## config.mk

```make
export PLATFORM = sky130hd
export DESIGN_NAME = ps2_kbd_rx
export DESIGN_NICKNAME = d
export VERILOG_FILES = /design/src/rtl/ps2_kbd_rx.sv
export SDC_FILE = /design/constraint.sdc
export NUM_CORES = 1
export LEC_CHECK = 0
export CAP_MARGIN = 20
export CORE_UTILIZATION = 55
export DETAILED_ROUTE_END_ITERATION = 8
export PLACE_DENSITY = 0.77
export SYNTH_ARGS = -nofsm -noshare
export SYNTH_HDL_FRONTEND = slang
export SYNTH_SLANG_ARGS = --single-unit
export TNS_END_PERCENT = 20
```

## constraint.sdc

```tcl
create_clock -name clk_sys -period 3.6 [get_ports clk_sys]
set_input_delay 0.54 -clock clk_sys [delete_from_list [all_inputs] [get_ports clk_sys]]
set_output_delay 0.54 -clock clk_sys [all_outputs]
set_load 0.1 [all_outputs]
```

## src/rtl/ps2_kbd_rx.sv

```systemverilog
// PS/2 keyboard receiver: synchronises and filters the PS/2 lines, deserialises 11-bit frames
// and folds the E0/F0/E1 prefixes into single key make/break events.
module ps2_kbd_rx #(
   parameter int unsigned FILTER  = 8,
   parameter int unsigned TIMEOUT = 4000
) (
   input  logic       clk_sys,
   input  logic       reset,
   input  logic       ps2_clk,
   input  logic       ps2_data,
   output logic       raw_strobe,
   output logic [7:0] raw_byte,
   output logic       key_strobe,
   output logic [7:0] key_code,
   output logic       key_extended,
   output logic       key_pressed,
   output logic       frame_err,
   output logic       busy
);

   localparam int unsigned       TO_W     = $clog2(TIMEOUT + 1);
   localparam logic [TO_W-1:0]   TO_MAX   = TO_W'(TIMEOUT);
   localparam logic [7:0]        FLT_LAST = 8'(FILTER - 1);

   typedef enum logic [1:0] {S_IDLE, S_DATA, S_PARITY, S_STOP} state_t;

   // input conditioning
   logic            clk_s1_q, clk_s1_d, clk_s2_q, clk_s2_d;
   logic            data_s1_q, data_s1_d, data_s2_q, data_s2_d;
   logic            clk_f_q, clk_f_d, clk_f_dly_q, clk_f_dly_d;
   logic [7:0]      flt_cnt_q, flt_cnt_d;
   logic            fall_edge;

   // frame FSM
   state_t          state_q, state_d;
   logic [2:0]      bit_cnt_q, bit_cnt_d;
   logic [7:0]      shift_q, shift_d;
   logic            parity_q, parity_d;
   logic [TO_W-1:0] to_cnt_q, to_cnt_d;
   logic            timeout;
   logic            raw_strobe_q, raw_strobe_d;
   logic [7:0]      raw_byte_q, raw_byte_d;
   logic            frame_err_q, frame_err_d;
   logic            bad_frame_q, bad_frame_d;

   // prefix decoder
   logic            ext_q, ext_d, rel_q, rel_d;
   logic [2:0]      skip_q, skip_d;
   logic            key_strobe_q, key_strobe_d;
   logic [7:0]      key_code_q, key_code_d;
   logic            key_extended_q, key_extended_d;
   logic            key_pressed_q, key_pressed_d;

   // NOTE: every signal written here gets a default first, so no path can infer a latch.
   always_comb begin
      clk_s1_d    = ps2_clk;
      clk_s2_d    = clk_s1_q;
      data_s1_d   = ps2_data;
      data_s2_d   = data_s1_q;
      clk_f_dly_d = clk_f_q;
      clk_f_d     = clk_f_q;
      flt_cnt_d   = flt_cnt_q;
      // clk_f only follows the line once it has disagreed for FILTER samples in a row
      if (clk_s2_q == clk_f_q) begin
         flt_cnt_d = 8'd0;
      end else if (flt_cnt_q >= FLT_LAST) begin
         clk_f_d   = clk_s2_q;
         flt_cnt_d = 8'd0;
      end else begin
         flt_cnt_d = flt_cnt_q + 8'd1;
      end
   end

   assign fall_edge = clk_f_dly_q & ~clk_f_q;
   assign timeout   = (state_q != S_IDLE) && !fall_edge && (to_cnt_q == TO_MAX);

   always_comb begin
      state_d      = state_q;
      bit_cnt_d    = bit_cnt_q;
      shift_d      = shift_q;
      parity_d     = parity_q;
      raw_byte_d   = raw_byte_q;
      raw_strobe_d = 1'b0;
      frame_err_d  = 1'b0;
      bad_frame_d  = 1'b0;

      if (state_q == S_IDLE || fall_edge) begin
         to_cnt_d = '0;
      end else if (to_cnt_q != TO_MAX) begin
         to_cnt_d = to_cnt_q + 1'b1;
      end else begin
         to_cnt_d = to_cnt_q;
      end

      if (fall_edge) begin
         unique case (state_q)
            S_IDLE: begin
               if (!data_s2_q) begin
                  state_d   = S_DATA;
                  bit_cnt_d = 3'd0;
               end
            end
            S_DATA: begin
               shift_d   = {data_s2_q, shift_q[7:1]};
               bit_cnt_d = bit_cnt_q + 3'd1;
               if (bit_cnt_q == 3'd7) state_d = S_PARITY;
            end
            S_PARITY: begin
               parity_d = data_s2_q;
               state_d  = S_STOP;
            end
            S_STOP: begin
               state_d = S_IDLE;
               if ((^{shift_q, parity_q}) && data_s2_q) begin
                  raw_strobe_d = 1'b1;
                  raw_byte_d   = shift_q;
               end else begin
                  frame_err_d = 1'b1;
                  bad_frame_d = 1'b1;
               end
            end
            default: state_d = S_IDLE;
         endcase
      end else if (timeout) begin
         // partial byte is dropped, prefix flags deliberately left alone
         state_d     = S_IDLE;
         frame_err_d = 1'b1;
      end
   end

   always_comb begin
      ext_d          = ext_q;
      rel_d          = rel_q;
      skip_d         = skip_q;
      key_strobe_d   = 1'b0;
      key_code_d     = key_code_q;
      key_extended_d = key_extended_q;
      key_pressed_d  = key_pressed_q;

      if (bad_frame_q) begin
         ext_d  = 1'b0;
         rel_d  = 1'b0;
         skip_d = 3'd0;
      end else if (raw_strobe_q) begin
         if (skip_q != 3'd0) begin
            // Pause: E1 plus seven trailing bytes collapse into one event on the last byte
            skip_d = skip_q - 3'd1;
            if (skip_q == 3'd1) begin
               key_strobe_d   = 1'b1;
               key_code_d     = 8'hE1;
               key_extended_d = 1'b0;
               key_pressed_d  = 1'b1;
               ext_d          = 1'b0;
               rel_d          = 1'b0;
            end
         end else begin
            unique case (raw_byte_q)
               8'hE1: skip_d = 3'd7;
               8'hE0: ext_d  = 1'b1;
               8'hF0: rel_d  = 1'b1;
               8'hAA, 8'hFA, 8'hEE, 8'hFE, 8'h00, 8'hFF: begin
                  ext_d = 1'b0;
                  rel_d = 1'b0;
               end
               default: begin
                  key_strobe_d   = 1'b1;
                  key_code_d     = raw_byte_q;
                  key_extended_d = ext_q;
                  key_pressed_d  = ~rel_q;
                  ext_d          = 1'b0;
                  rel_d          = 1'b0;
               end
            endcase
         end
      end
   end

   // NOTE: state uses non-blocking assignments so every flop samples pre-edge values.
   always_ff @(posedge clk_sys or posedge reset) begin
      if (reset) begin
         clk_s1_q       <= 1'b1;
         clk_s2_q       <= 1'b1;
         data_s1_q      <= 1'b1;
         data_s2_q      <= 1'b1;
         clk_f_q        <= 1'b1;
         clk_f_dly_q    <= 1'b1;
         flt_cnt_q      <= 8'd0;
         state_q        <= S_IDLE;
         bit_cnt_q      <= 3'd0;
         shift_q        <= 8'd0;
         parity_q       <= 1'b0;
         to_cnt_q       <= '0;
         raw_strobe_q   <= 1'b0;
         raw_byte_q     <= 8'd0;
         frame_err_q    <= 1'b0;
         bad_frame_q    <= 1'b0;
         ext_q          <= 1'b0;
         rel_q          <= 1'b0;
         skip_q         <= 3'd0;
         key_strobe_q   <= 1'b0;
         key_code_q     <= 8'd0;
         key_extended_q <= 1'b0;
         key_pressed_q  <= 1'b0;
      end else begin
         clk_s1_q       <= clk_s1_d;
         clk_s2_q       <= clk_s2_d;
         data_s1_q      <= data_s1_d;
         data_s2_q      <= data_s2_d;
         clk_f_q        <= clk_f_d;
         clk_f_dly_q    <= clk_f_dly_d;
         flt_cnt_q      <= flt_cnt_d;
         state_q        <= state_d;
         bit_cnt_q      <= bit_cnt_d;
         shift_q        <= shift_d;
         parity_q       <= parity_d;
         to_cnt_q       <= to_cnt_d;
         raw_strobe_q   <= raw_strobe_d;
         raw_byte_q     <= raw_byte_d;
         frame_err_q    <= frame_err_d;
         bad_frame_q    <= bad_frame_d;
         ext_q          <= ext_d;
         rel_q          <= rel_d;
         skip_q         <= skip_d;
         key_strobe_q   <= key_strobe_d;
         key_code_q     <= key_code_d;
         key_extended_q <= key_extended_d;
         key_pressed_q  <= key_pressed_d;
      end
   end

   assign raw_strobe   = raw_strobe_q;
   assign raw_byte     = raw_byte_q;
   assign key_strobe   = key_strobe_q;
   assign key_code     = key_code_q;
   assign key_extended = key_extended_q;
   assign key_pressed  = key_pressed_q;
   assign frame_err    = frame_err_q;
   assign busy         = (state_q != S_IDLE);

endmodule

```

# After elaboration in Yosys (flattened, before gate mapping)
# Index checks and enable logic that the tools add are counted.
# Widths: inputs -> output; s select.
[op_classes]
order_cmp = 1
addsub = 4
reduce_logical = 28
muxes = 45
n_eq_ne = 24
n_bitwise = 5
[op_table]
columns = ["operator", "count"]
rows = [
  ["$eq 8x8->1 const B", 8],
  ["$mux 8", 5],
  ["$mux 1", 25],
  ["$mux 12", 2],
  ["$mux 3", 5],
  ["$reduce_and 3->1", 5],
  ["$add 12x1->12 const B", 1],
  ["$eq 12x12->1 const B", 1],
  ["$ne 12x12->1 const B", 1],
  ["$reduce_bool 2->1", 5],
  ["$reduce_or 9->1", 1],
  ["$reduce_xor 9->1", 1],
  ["$add 8x1->8 const B", 1],
  ["$ge 8x3->1 const B", 1],
  ["$logic_not 8->1", 1],
  ["$mux 2", 4],
  ["$pmux 2 s4", 1],
  ["$reduce_and 2->1", 4],
  ["$ne 3x1->1 const B", 2],
  ["$ne 3x3->1 const B", 2],
  ["$pmux 3 s2", 1],
  ["$reduce_bool 3->1", 2],
  ["$eq 2x2->1 const B", 2],
  ["$ne 2x1->1 const B", 2],
  ["17 further kinds", 24],
]
[word_totals]
elab_cells = 130
in_bits = 4
ff_bits = 67

# Depth between registers and ports, before layout
[depth]
ltp_word = 7
depth_mapped = 7
mapped_depth_nobuf = 7

# Worst setup path after synthesis
# OpenSTA, ideal clock, no wires.
[synth_path]
kind = "register to register"
from = "reg raw_strobe_q (netlist: raw_strobe)"
to = "reg key_code_q[0] (netlist: key_code[0])"
path_stages_with_launch = 6
n_path_buf = 0
t_arrival_ns = 2.220
required_time_ns = 3.474
path_slack_ns = 1.254
setup_time_ns = 0.126
cell_sequence = "dfrtp_1 > nand2b_1 > or3_1 > nor2_1 > o2111ai_1 > o311a_1"
[synth_between]
elab_chain_len = 1
[synth_rtl]
columns = ["element", "line_no", "source"]
rows = [
  ["from (decl)", "41", "logic raw_strobe_q, raw_strobe_d;"],
  ["from (signal assigned)", "217", "raw_strobe_q <= raw_strobe_d;"],
  ["$reduce_and 4->1 (no line)", "-", ""],
  ["to (signal assigned)", "225", "key_code_q <= key_code_d;"],
  ["to (decl)", "50", "logic [7:0] key_code_q, key_code_d;"],
]
# Every way passes these cells.
# A chain may end at the register's enable or synchronous reset.

# Worst setup path in the final report
[layout_path]
from = "reg raw_byte_q[4] (netlist: raw_byte[4])"
to = "out raw_byte[4]"
[layout_lines]
columns = ["element", "line_no", "source"]
rows = [
  ["from (decl)", "42", "logic [7:0] raw_byte_q, raw_byte_d;"],
  ["from (signal assigned)", "218", "raw_byte_q <= raw_byte_d;"],
  ["to (decl)", "12", "output logic [7:0] raw_byte,"],
]
# No word-level cell between the ends.

==> results.toml <==
[run_status]
status = "complete, no violations"

[clock_tree]
cts_hold_buf = 0
clk_pin_slew_ps = 70
cts_root_buffer = "clkbuf_8"
cts.sinks = 67
clock_latency_ps = 340
cts-resized-gates = 0
cts_buffers = 9
cts_tree = "yes"
htree_levels = 3
post_cts_buffers = 0
clockBufferDepth = 2

[floorplan]
core_sq_mm = 0.00561
die-area_sq_mm = 0.00623
die_w_microns = 78.9
rows = 27
die_h_microns = 78.9
initial_core_util_pct = 58.0
io_pins = 26

[route]
drc = 0
postRouteAntennaNets = 0
vias = 2239
routed_wl_microns = 5850
via_per_inst = 5.57
drt-pass1-iter-count = 4
drt_iter0_markers = 178
wire_per_inst_microns = 14.5

[worst_setup_path]
crit_family = "buffers and inverters"
critical_path.max_stage_delay_ps = 1200
cp_max_fo = 10
cp-end-kind = "primary output"
crit_type = "register to primary output"
worst_setup_path_start_kind = "register"
cpMaxStageDelayCell = "clkdlybuf4s50_1"
crit_chain = "clkdlybuf4s50_1"
cp.required_ps = 3060
cp.arrival_ps = 2070
cp_num_buf_inv = 1

[yosys]
yosysWarnings = 0
synth-seq-area-share_pct = 51.7
synth-simple-area-share_pct = 14.3
yosys-mux-area-fraction_pct = 7.54
synth_xor_area_share_pct = 4.96
synth_top_family_by_area = "simple AND/OR/NAND/NOR gates"
synthArstFlopShare_pct = 100
syn_inst = 293
ys_dominant_reg_cell = "dfrtp_1"
synth_cell_types = 54
avgSynthCellArea_sq_um = 11.1
synth-edff-count = 0
ys_seq_elements = 67
synth_fa_ha_area_share_pct = 5.31
synth_compound_area_share_pct = 13.0
synthesis.area_sq_mm = 0.00325

[power]
power_frac_seq_pct = 36.5
powerDensity_mw_per_mm2 = 708
power.internal_w = 0.00165
clockPowerShare_pct = 25.4
ir_drop_mv = 0.443
total_power_w = 0.00270
power.leakage_nw = 1.72
swShare_pct = 38.8
comb_power_share_pct = 38.1
switching_power_w = 0.00104

[timing]
hold_viol = 0
slew_headroom_pct = 35.0
hold_ws_ps = 356
final.setup.tns_ps = 0
rsz0062_at_grt = "false"
period_minus_slack_ps = 2610
setup-violations-final = 0
fin_crit_sh_pct = 72.4
worstMarginPinSlew_ps = 973
fmax_mhz = 384
final_max_slew_viol_count = 0
finalClockSkew_ps = 9.35

[grt]
grt_usage_pct = 20.8
grt_pass1_vias = 2200
grt_max_degree = 27
antenna_found_initial = 0
grt_pass1_wl_microns = 9960
overflow = 0

[min_path]
hp-class = "register to register"

[layout]
antenna_cells = 0
final_cell_mix = "dfrtp_1 (61), nor2_1 (25), nand2_1 (24), clkdlybuf4s50_1 (24), inv_1 (14)"
mostFrequentLayoutCell = "dfrtp_1"
drive_gt1_share_pct = 14.8
fin_util_pct = 67.9
layout.nets = 342
syn2layout_area_growth_pct = 17.0

[placed_design]
port_buffers = 25
dpl.hpwl_microns = 4060
place.gp.congestion = 0.789

[run]
cap_violations = 0
[cell usage after synthesis (5+ instances only)]
| library cell | count | area (sq um) |
|---|---|---|
| o21ai_0 | 10 | 50.1 |
| xor2_1 | 8 | 70.1 |
| mux2_2 | 12 | 135 |
| or3_1 | 6 | 37.5 |
| o211ai_1 | 5 | 37.5 |
| dfstp_2 | 6 | 158 |
| dfrtp_1 | 61 | 1530 |
| xnor2_1 | 6 | 52.6 |
| inv_1 | 15 | 56.3 |
| ha_1 | 13 | 163 |
| nor2_1 | 25 | 93.8 |
| nand2_1 | 24 | 90.1 |
| o2111ai_1 | 8 | 70.1 |
| nand2b_1 | 9 | 56.3 |
| clkbuf_1 | 8 | 30.0 |
| nand3_1 | 8 | 40.0 |
| mux2_4 | 6 | 90.1 |
| a21oi_1 | 8 | 40.0 |
[flip-flops by register name (all words and copies together) (netlist names), 2 cells and up]
signal     count
key_code       8
raw_byte       8
shift_q        8
state_q        2
flt_cnt_q      8
bit_cnt_q      3
to_cnt_q      12
skip_q         3
[metal layers]
layer / routed length [microns] / vias to the layer above / GRT usage, %
met1: 2790 / 1088 / 27.7
met4: 77 / 0 / 9.64
met3: 180 / 9 / 4.37
met5: 0 / - / 0
li1: - / 1103 / -
met2: 2800 / 39 / 33.0
[cells by family (layout without fill, tap and decap cells)]
family | Yosys count | in the layout
buf+inv | 26 | 60
mux | 20 | 20
compound gates | 57 | 57
xor+xnor | 16 | 16
simple gates | 92 | 92
fa+ha+maj | 14 | 14
flops | 67 | 67
other cells | 1 | 4
[through the flow]
| step | setup slack [ps] | cell area [sq um] | std cells |
|---|---|---|---|
| 2_1_floorplan | 1250 | 3270 | 296 |
| 3_3_place_gp | 1340 | 3590 | 386 |
| 3_5_place_dp | 1260 | 3590 | 386 |
| 4_1_cts | 987 | 3810 | 402 |
| 5_1_grt | 931 | 3810 | 402 |
| 6_report | 993 | 3810 | 402 |
[area by class of cell]
| class | instances | area (sq um) |
|---|---|---|
| Tap cell | 72 | 90.1 |
| Clock buffer | 12 | 145 |
| Multi-Input combinational cell | 203 | 1480 |
| Fill cell | 438 | 1800 |
| Timing Repair Buffer | 29 | 278 |
| Clock inverter | 4 | 73.8 |
| Sequential cell | 67 | 1680 |
| Inverter | 15 | 56.3 |
[final timing paths]
path,to,startpoint,depth (start not counted),slack (ps)
setup / recovery,raw_byte[4],raw_byte[4]$_DFFE_PP0P_,1,990
hold / removal,data_s2_q$_DFF_PP1_,data_s1_q$_DFF_PP1_,0,360
setup reg to reg,key_code[0]$_DFFE_PP0P_,skip_q[0]$_DFFE_PP0P_,7,1210
hold reg to reg,data_s2_q$_DFF_PP1_,data_s1_q$_DFF_PP1_,0,360
max in group asynchronous,to_cnt_q[1]$_DFFE_PP0N_,reset,3,2370
min in group asynchronous,raw_byte[2]$_DFFE_PP0P_,reset,2,520
[power groups by stage]
| stage | Combinational (W) | Sequential, W | Clock, W |
|---|---|---|---|
| floorplan | 0.000639 | 0.00117 | 0 |
| global placement | 0.00101 | 0.000990 | 0 |
| detailed placement | 0.00103 | 0.000995 | 0 |
| CTS | 0.00103 | 0.000982 | 0.000697 |
| global route | 0.00111 | 0.00100 | 0.000729 |
| finish | 0.00103 | 0.000984 | 0.000684 |
No activity file was read; power rests on OpenSTA's default activity.
